### src/rtl/motor_speed_frame_rx.sv
// Framed multi-motor speed receiver: SYNC, payload, checksum.
// Outputs update atomically on a verified frame; timeout and stale detection.
module motor_speed_frame_rx #(
   parameter int unsigned NUM_MOTORS  = 4,
   parameter int unsigned SPEED_W     = 8,
   parameter logic [7:0]  SYNC_BYTE   = 8'hAA,
   parameter int unsigned TIMEOUT_CYC = 50000,
   parameter int unsigned STALE_CYC   = 0
) (
   input  logic                          clk,
   input  logic                          rst,
   input  logic [7:0]                    serial,
   input  logic                          received,
   output logic [NUM_MOTORS*SPEED_W-1:0] motor_speed,
   output logic                          frame_valid,
   output logic                          frame_err,
   output logic                          timeout_err,
   output logic                          stale
);

   localparam int unsigned BPM = SPEED_W / 8;
   localparam int unsigned P   = NUM_MOTORS * BPM;
   localparam int unsigned PW  = P * 8;
   localparam int unsigned CW  = $clog2(P + 1);
   localparam int unsigned TW  = $clog2(TIMEOUT_CYC + 1);

   typedef enum logic [1:0] {HUNT, PAYLOAD, CHECK} state_e;

   state_e        state_q, state_d;
   logic [CW-1:0] cnt_q, cnt_d;
   logic [7:0]    sum_q, sum_d;
   logic [PW-1:0] shadow_q, shadow_d, shifted;
   logic [TW-1:0] tmr_q, tmr_d;
   logic [PW-1:0] speed_q, speed_d, frame_speed;
   logic          fv_q, fe_q, to_q;
   logic          ok_ev, err_ev, tmo_ev, expire, stale_hit;

   // Payload arrives MSB-first per motor, motor 0 first, so a left shift
   // leaves motor 0 in the top slice of the shadow register.
   if (PW > 8) begin : g_shift
      assign shifted = {shadow_q[PW-9:0], serial};
   end else begin : g_shift1
      assign shifted = serial;
   end

   for (genvar k = 0; k < NUM_MOTORS; k++) begin : g_map
      assign frame_speed[k*SPEED_W +: SPEED_W] =
         shadow_q[(NUM_MOTORS-1-k)*SPEED_W +: SPEED_W];
   end

   assign expire = (state_q != HUNT) && !received
                   && (tmr_q == TW'(TIMEOUT_CYC - 1));

   // FSM state register
   always_ff @(posedge clk or posedge rst) begin
      if (rst) state_q <= HUNT;
      else     state_q <= state_d;
   end

   // FSM next state; a byte on the expiry cycle wins over the timeout
   always_comb begin
      state_d = state_q;
      unique case (state_q)
         HUNT:    if (received && serial == SYNC_BYTE) state_d = PAYLOAD;
         PAYLOAD: if (received) begin
                     if (cnt_q == CW'(P - 1)) state_d = CHECK;
                  end else if (expire) state_d = HUNT;
         CHECK:   if (received || expire) state_d = HUNT;
         default: state_d = HUNT;
      endcase
   end

   // FSM outputs: frame outcome events, mutually exclusive by construction
   always_comb begin
      ok_ev  = 1'b0;
      err_ev = 1'b0;
      tmo_ev = expire;
      if (state_q == CHECK && received) begin
         ok_ev  = (serial == sum_q);
         err_ev = (serial != sum_q);
      end
   end

   // Datapath next state: counter, checksum, shadow, inter-byte timer
   always_comb begin
      cnt_d    = cnt_q;
      sum_d    = sum_q;
      shadow_d = shadow_q;
      tmr_d    = (received || state_q == HUNT || expire)
                 ? '0 : tmr_q + TW'(1);
      if (received) begin
         unique case (state_q)
            HUNT: if (serial == SYNC_BYTE) begin
                     cnt_d    = '0;
                     sum_d    = '0;
                     shadow_d = '0;
                  end
            PAYLOAD: begin
                     shadow_d = shifted;
                     sum_d    = sum_q + serial;
                     cnt_d    = cnt_q + CW'(1);
                  end
            default: ;
         endcase
      end
   end

   // Motor outputs: load on good frame, zero when the link goes stale
   always_comb begin
      speed_d = speed_q;
      if (ok_ev)          speed_d = frame_speed;
      else if (stale_hit) speed_d = '0;
   end

   // Datapath and output registers
   always_ff @(posedge clk or posedge rst) begin
      if (rst) begin
         cnt_q    <= '0;
         sum_q    <= '0;
         shadow_q <= '0;
         tmr_q    <= '0;
         speed_q  <= '0;
         fv_q     <= 1'b0;
         fe_q     <= 1'b0;
         to_q     <= 1'b0;
      end else begin
         cnt_q    <= cnt_d;
         sum_q    <= sum_d;
         shadow_q <= shadow_d;
         tmr_q    <= tmr_d;
         speed_q  <= speed_d;
         fv_q     <= ok_ev;
         fe_q     <= err_ev;
         to_q     <= tmo_ev;
      end
   end

   if (STALE_CYC > 0) begin : g_stale
      localparam int unsigned SCW = $clog2(STALE_CYC + 1);
      logic [SCW-1:0] scnt_q, scnt_d;
      logic           st_q;

      // Stale counter: cleared by a good frame, saturates at the limit
      always_comb begin
         if (ok_ev)                            scnt_d = '0;
         else if (scnt_q != SCW'(STALE_CYC))   scnt_d = scnt_q + SCW'(1);
         else                                  scnt_d = scnt_q;
      end

      assign stale_hit = !ok_ev && (scnt_d == SCW'(STALE_CYC));

      // Stale counter and level register
      always_ff @(posedge clk or posedge rst) begin
         if (rst) begin
            scnt_q <= '0;
            st_q   <= 1'b0;
         end else begin
            scnt_q <= scnt_d;
            st_q   <= stale_hit;
         end
      end

      assign stale = st_q;
   end else begin : g_no_stale
      assign stale_hit = 1'b0;
      assign stale     = 1'b0;
   end

   assign motor_speed = speed_q;
   assign frame_valid = fv_q;
   assign frame_err   = fe_q;
   assign timeout_err = to_q;

endmodule

### config.mk
export PLATFORM = sky130hd
export DESIGN_NAME = motor_speed_frame_rx
export DESIGN_NICKNAME = d
export VERILOG_FILES = /design/src/rtl/motor_speed_frame_rx.sv
export SDC_FILE = /design/constraint.sdc
export NUM_CORES = 1
export LEC_CHECK = 0
export CAP_MARGIN = 10
export CORE_MARGIN = 1.5
export CORE_UTILIZATION = 45
export CTS_BUF_LIST = sky130_fd_sc_hd__clkbuf_4 sky130_fd_sc_hd__clkbuf_8
export CTS_CLUSTER_DIAMETER = 40
export DETAILED_ROUTE_END_ITERATION = 12
export DONT_BUFFER_PORTS = 1
export PLACE_DENSITY = 0.69
export SYNTH_ARGS = -nofsm -noshare
export SYNTH_HDL_FRONTEND = slang
export SYNTH_SLANG_ARGS = --single-unit
### constraint.sdc
create_clock -name clk -period 4 [get_ports clk]
set_input_delay 0.2 -clock clk [delete_from_list [all_inputs] [get_ports clk]]
set_output_delay 0.2 -clock clk [all_outputs]
set_load 0.05 [all_outputs]
## Yosys cells after proc, flatten, opt, wreduce, memory -nomap -nowiden

Index checks and enable logic that the tools add are counted.

| word-level totals | value |
|---|---|
| input bits | 11 |
| flip-flop bits (word level) | 96 |
| logic and storage cells | 52 |
| output and inout bits | 36 |

| operators by class | value |
|---|---|
| reductions and logical operators | 13 |
| muxes and demuxes | 15 |
| add/subtract/negate cells | 3 |
| equality and inequality tests | 12 |

Operator list:

| cell | number |
|---|---|
| 32-bit one-hot mux with 2 select lines | 1 |
| 32-bit 2-to-1 mux | 1 |
| 16-bit by 1-bit adder with 16-bit output, second input constant | 1 |
| 16-bit == test, second input constant | 1 |
| 16-bit 2-to-1 mux | 1 |
| 8-bit one-hot mux with 2 select lines | 1 |
| 2-bit 2-to-1 mux | 5 |
| 8-bit adder | 1 |
| 8-bit == test | 1 |
| 8-bit == test, second input constant | 1 |
| 8-bit 2-to-1 mux | 1 |
| 8-bit inequality test | 1 |
| 3-bit inequality test, second input constant | 2 |
| 2-bit one-hot mux with 3 select lines | 1 |
| 3-bit one-hot mux with 2 select lines | 1 |
| 1-bit logical AND | 4 |
| 2-bit inequality test, second input constant | 2 |
| 4-bit AND reduction | 1 |
| 2-bit nonzero test | 2 |
| 3-bit by 1-bit adder with 3-bit output, second input constant | 1 |
| 3-bit by 2-bit == test with 1-bit output, second input constant | 1 |
| 1-bit logical OR | 3 |
| 3-bit 2-to-1 mux | 1 |
| 3-bit AND reduction | 1 |
| 6 further kinds | 7 |

## Longest topological paths before layout

Gate-level depths: netlist of run 1.

| logic depth | value |
|---|---|
| depth after elaboration | 6 |
| depth in mapped cells | 7 |
| mapped depth without buffers | 6 |

## Worst setup path after synthesis of run 1

OpenSTA, ideal clock, no wires.

| timing | value |
|---|---|
| kind | flip-flop to flip-flop |
| start | reg sum_q[1] |
| end | reg sum_q[7] |
| data required time | 3.879 ns |
| arrival time | 1.863 ns |
| path slack | 2.016 ns |
| library setup time | 0.121 ns |
| buffers on the path | 0 |
| stages on the path, launching flop included | 7 |
| clock period less this slack | 1.984 ns |
| cell sequence | dfrtp_1 -> ha_1 -> a211o_1 -> a2111oi_2 -> o21ai_0 -> a31o_1 -> a22o_1 |

| between the ends | value |
|---|---|
| longest elaborated chain between the ends | 2 |

Ends and longest elaborated chain:

| what | line | RTL |
|---|---|---|
| start, declared | 31 | `logic [7:0] sum_q, sum_d;` |
| start signal, assigned | 128 | `sum_q <= sum_d;` |
| 8-bit adder | 100 | `sum_d = sum_q + serial;` |
| 8-bit one-hot mux with 2 select lines | 92 | `unique case (state_q)` |

Every way passes these cells.
A chain may end at the register's enable or synchronous reset.

## Worst setup path in the final report of run 1

| timing | value |
|---|---|
| start | reg sum_q[5] |
| end | reg speed_q[23] (netlist: motor_speed[23]) |

| between the ends | value |
|---|---|
| longest elaborated chain between the ends | 2 |

Ends and longest elaborated chain:

| what | line | RTL |
|---|---|---|
| 8-bit == test | 79 | `ok_ev = (serial == sum_q);` |
| 1-bit 2-to-1 mux | 78 | `if (state_q == CHECK && received) begin` |
| end signal, assigned | 131 | `speed_q <= speed_d;` |
| end, declared | 34 | `logic [PW-1:0] speed_q, speed_d, frame_speed;` |

Every way passes these cells.

==> results of run 1 <==
[logic make-up after synthesis]
group           share of synthesized area [%]
xor+xnor                                 3.73
other cells                            0.0888
simple gates                             9.22
flops                                    56.9
mux                                      11.1
compound gates                           11.9
fa+ha+maj                                3.44
buf+inv                                  3.65
[final timing paths]
kind / start / endpoint / depth (start not counted) / slack [ps]
worst min register to register: cnt_q[2] / cnt_q[2] / 2 / 500
max in group asynchronous: rst / shadow_q[24] / 3 / 2620
worst max-delay path: sum_q[5] / motor_speed[23] / 5 / 1360
worst min-delay path: serial[1] / sum_q[1] / 2 / 110
worst max register to register: sum_q[5] / motor_speed[23] / 5 / 1360
min in group asynchronous: rst / motor_speed[3] / 2 / 380
[cells in the final DEF, fill, tap and decap left out, types with 7 or more instances in the layout]
master         count
nand2_1           13
o21ai_0            8
xor2_1             7
clkbuf_8           9
inv_1              7
nor2_1            22
ha_1              10
a22o_1            37
nand3_1            8
mux2_4            29
dlygate4sd3_1     10
xnor2_1           11
dfrtp_1           96
[state kept, by name (all words and copies together), names as in the netlist]
name and count:
cnt_q 3, frame_err 1, frame_valid 1, motor_speed 32, shadow_q 32, state_q 2
sum_q 8, timeout_err 1, tmr_q 16
[through the flow]
step                utilization [%]  instance area [um^2]  hold slack [ps]  std cells
floorplan                         -                  4220              331        317
global placement               46.7                  4270              182        417
detailed placement             46.7                  4270              188        417
CTS                            49.8                  4560             90.3        443
global route                   49.8                  4560              107        443
finish                         49.8                  4560              115        443
[layer usage]
layer / vias to the layer above / track usage, % / wire length (um)
met5: - / 0 / 0
met4: 0 / 7.80 / 145
met3: 14 / 4.32 / 370
met2: 52 / 24.8 / 3480
met1: 1269 / 21.6 / 3490
li1: 1178 / - / -
[synthesized netlist by cell type, types with 2 or more instances]
| library cell | instances |
|---|---|
| mux2_4 | 29 |
| o21ai_0 | 8 |
| or3_1 | 2 |
| buf_6 | 8 |
| a21o_1 | 2 |
| nand4_1 | 2 |
| buf_2 | 3 |
| clkbuf_1 | 3 |
| dfrtp_1 | 96 |
| xnor2_1 | 11 |
| a22o_1 | 37 |
| a21oi_1 | 5 |
| nand2_1 | 13 |
| mux2_2 | 3 |
| nor3_1 | 6 |
| ha_1 | 10 |
| inv_1 | 8 |
| and3_1 | 5 |
| nor4_1 | 4 |
| nand3_1 | 8 |
| nor4b_1 | 2 |
| nor2_1 | 22 |
| nand2b_1 | 2 |
| xor2_1 | 7 |
[where the power goes]
| part | switching [uW] | total (uW) | internal, uW |
|---|---|---|---|
| Sequential | 147 | 1310 | 1160 |
| Clock | 367 | 606 | 239 |
| Combinational | 263 | 551 | 289 |
| Total | 777 | 2470 | 1690 |
[final cells by class]
cell class,count,area (um^2),share of cell area (%)
Inverter,8,32.5,0.713
Tap cell,111,139,3.04
Timing Repair Buffer,14,130,2.85
Multi-Input combinational cell,198,1670,36.6
Clock buffer,9,124,2.72
Clock inverter,7,63.8,1.40
Sequential cell,96,2400,52.7
[worst register-to-register path, stage by stage (launching register included)]
cell	delay, ps
dfrtp_1	400
ha_1	360
nor4_1	300
and3_1	260
nand4_4	640
mux2_4	570
==> results.yml, run 1 <==
worst_setup_path:
  critPathKind: "reg -> reg"
  crit_buf_inv: 0
  setup.worst_path.end_class: "flop"
  arrival_ps: 2890
  max_stage_delay_ps: 640
  cp_top_family: "simple AND/OR/NAND/NOR gates"
  start_kind: "flop"
  crit_slowest_cell: "nand4_4"
  cp.required_ps: 4250
  crit_chain: "ha_1 -> nor4_1 -> and3_1 -> nand4_4 -> mux2_4"
  cp_max_fo: 33
sta:
  skew_ps: 14.0
  setup_viol: 0
  finalSetupTns_ps: 0
  worstMarginPinSlew_ps: 825
  max_freq_ghz: 0.378
  hold_viol: 0
  fin_ws_ps: 1360
  slew_headroom_pct: 44.9
  drv_slew: 0
  fin_crit_sh_pct: 66.1
  rsz0062_at_grt: "no"
  fin_crit_ps: 2640
yosys:
  synth_top_area_share_pct: 56.9
  synthCells: 317
  ys_warn_count: 0
  syn_area_mm2: 0.00422
  synthArstFlopShare_pct: 100
  yosys.cell_types.count: 45
  synth_edf_count: 0
  synthFlopType: "dfrtp_1"
  synth.area.top_cells: "dfrtp_1, mux2_4, a22o_1"
  syn_nets: 339
  ys_seq_area_share_pct: 56.9
  syn_avg_cell_area_um2: 13.3
  yosys.area.top_type: "dfrtp_1"
  ys_seq_elements: 96
finish:
  diodes: 0
  fill_cells: 793
  layout-drive-gt1-share_pct: 18.1
  areaGrowthSynthToFinish_pct: 8.06
  final_nets: 349
die:
  dieWidth_um: 99.9
  rows: 35
  fp.dieH_um: 99.9
  core_area_mm2: 0.00915
  floorplan.initialDensity_pct: 46.1
  dieArea_mm2: 0.00997
  ios: 47
clock_tree:
  clock_latency_ps: 370
  cts_tree: "yes"
  ctsHoldBuffers: 10
  cts-htree-levels: 3
  cts.path.max_buffers: 2
  root_buffer: "clkbuf_8"
  path_clk_slew_ps: 100
  cts_inserted_buffers: 9
  cts.sinks: 96
  cts_setup_buffers: 0
  ctsResizeCount: 0
route:
  vias_per_cell: 5.67
  wirelength_um: 7490
  vias: 2513
  drt_first_pass_iters: 4
  route.detailed.drc: 0
  ant_nets: 0
  drtIter0Drc: 115
  wl_per_cell_um: 16.9
outcome:
  status: "finished clean"
power_and_ir_drop:
  ir_drop_mv: 0.201
  power_density_mw_per_mm2: 541
  p_total_uw: 2470
  power.leakage_uw: 0.00221
global_route:
  grt_antenna_before_repair: 0
  overflow: 0
  grt_pass1_vias: 2511
  grt_first_pass_wirelength_um: 12600
  track_usage_pct: 16.2
  grt_max_degree: 51
flow_run:
  drv_cap: 0
placement:
  dp_hpwl_um: 4990
  pre_cts_ws_ps: 1360
  io_buffers: 0
  place_congestion: 0.814
hold_path:
  hp-class: "in -> reg"
Power figures use the tool's default switching activity.
==> inputs of run 2 (changes only) <==
- PLACE_DENSITY: 0.69 -> 0.71
- clock period: 4 -> 2.1 ns (I/O delays scaled with it)
==> run 2 against run 1 <==
Fmax grew 29%. Sequential power is 92% higher. Critical path type unchanged. Clock power grew 110%.
==> results.yml, run 2 (synthesis results as in run 1) <==
finish:
  diodes: 0
  final_cells: 450
  layout_commonest_cell: "dfrtp_1"
  regArea_mm2: 0.00240
  areaGrowthSynthToFinish_pct: 14.0
  fill_cells: 772
  final_cell_mix: "dfrtp_1, a22o_1, mux2_4, nor2_1, nand2_1"
  multi_input_area_mm2: 0.00176
  final_nets: 356
  layout-drive-gt1-share_pct: 22.4
  postLayoutCellArea_mm2: 0.00481
power_and_ir_drop:
  share_seq_of_total_power_pct: 49.5
  p_total_uw: 5100
  power.share.switching_pct: 31.9
  p_comb_share_pct: 25.3
  power_density_mw_per_mm2: 1060
  ir_drop_mv: 0.451
  clkPwrFrac_pct: 25.2
  power.leakage_uw: 0.00227
  switchingPower_uw: 1630
  p_int_uw: 3480
clock_tree:
  path_clk_slew_ps: 100
  cts_tree: "yes"
  clock_latency_ps: 370
  root_buffer: "clkbuf_8"
  cts-htree-levels: 3
  cts_inserted_buffers: 9
  cts.path.max_buffers: 2
  cts.sinks: 96
die:
  fp.dieH_um: 99.9
  rows: 35
  core_area_mm2: 0.00915
  dieArea_mm2: 0.00997
  floorplan.initialDensity_pct: 46.1
  dieWidth_um: 99.9
  ios: 47
worst_setup_path:
  cp_max_fo: 5
  cp.required_ps: 2370
  start_kind: "flop"
  max_stage_delay_ps: 470
  arrival_ps: 2310
  crit_chain: "ha_1 -> o211a_4 -> a2111oi_4 -> or3_2 -> a31o_1 -> a22o_1"
  crit_buf_inv: 0
  critPathKind: "reg -> reg"
  cp_top_family: "compound AO/OA/AOI/OAI gates"
  crit_slowest_cell: "or3_2"
  setup.worst_path.end_class: "flop"
sta:
  holdWs_ps: 46.5
  fin_crit_sh_pct: 97.3
  slew_headroom_pct: 60.9
  hold_viol: 0
  setup_viol: 0
  worstMarginPinSlew_ps: 581
  max_freq_ghz: 0.490
  drv_slew: 0
  skew_ps: 10.7
  fin_crit_ps: 2040
  finalSetupTns_ps: 0
global_route:
  overflow: 0
  grt_busiest_layer: "met2"
  track_usage_pct: 16.5
  grt_first_pass_wirelength_um: 12900
  grt_max_degree: 97
  use_met2_pct: 24.9
  grtUsageMet3_pct: 5.01
  use_met1_pct: 21.9
  grt_pass1_vias: 2582
  grt_antenna_before_repair: 0
outcome:
  status: "finished clean"
route:
  wirelength_um: 8270
  drtIter0Drc: 127
  vias: 2573
  vias_per_cell: 5.72
  drt_first_pass_iters: 6
  ant_nets: 0
  route.detailed.drc: 0
  wl_per_cell_um: 18.4
placement:
  place_area_mm2: 0.00433
  dp_hpwl_um: 4990
  dp_cells: 419
  place_congestion: 0.767
  io_buffers: 0
hold_path:
  hp-class: "in -> reg"
flow_run:
  drv_cap: 0
==> run 2: cell type report <==
cell class                 instances  share of cell area (%)
timing repair buffer              21                    5.44
clock buffer                       9                    2.57
multi-input combinational        198                    36.6
clock inverter                     7                    1.82
sequential                        96                    49.9
tap                              111                    2.89
inverter                           8                   0.702
==> run 2: metal layers <==
metal	vias to the layer above	wire length [um]
met5	-	0
met1	1328	3850
met4	0	129
met2	47	3950
met3	11	340
li1	1187	-
==> run 2: power groups by stage <==
stage | Combinational [uW] | Clock, uW | Sequential, uW
5_1_grt | 1420 | 1400 | 2580
3_3_place_gp | 1030 | 0 | 2520
4_1_cts | 1110 | 1320 | 2510
2_1_floorplan | 915 | 0 | 2460
3_5_place_dp | 1080 | 0 | 2550
6_report | 1290 | 1290 | 2520
==> run 2: timing repair <==
item,4_1_cts,5_1_grt
endpoints found under the setup margin,2,34
pin swaps,1,2
hold endpoints to repair,105,1
resized for setup,1,14
cloned,0,3
setup buffers,0,1
hold buffers,10,1
==> run 2: worst paths after layout <==
kind | start | end | slack [ps] | cells past startpoint
max in group asynchronous | rst | tmr_q[1] | 1390 | 3
min in group asynchronous | rst | motor_speed[13] | 370 | 3
max reg2reg | sum_q[2] | sum_q[7] | 60 | 6
min reg2reg | tmr_q[0] | tmr_q[0] | 490 | 1
max | sum_q[2] | sum_q[7] | 60 | 6
min | serial[1] | sum_q[1] | 50 | 2
==> run 2: through the flow <==
step	worst slack, ps	util, %
CTS	2.26	50.7
floorplan	116	-
finish	57.2	52.6
global route	-16.5	52.6
global placement	58.8	47.3
detailed placement	-23.0	47.3
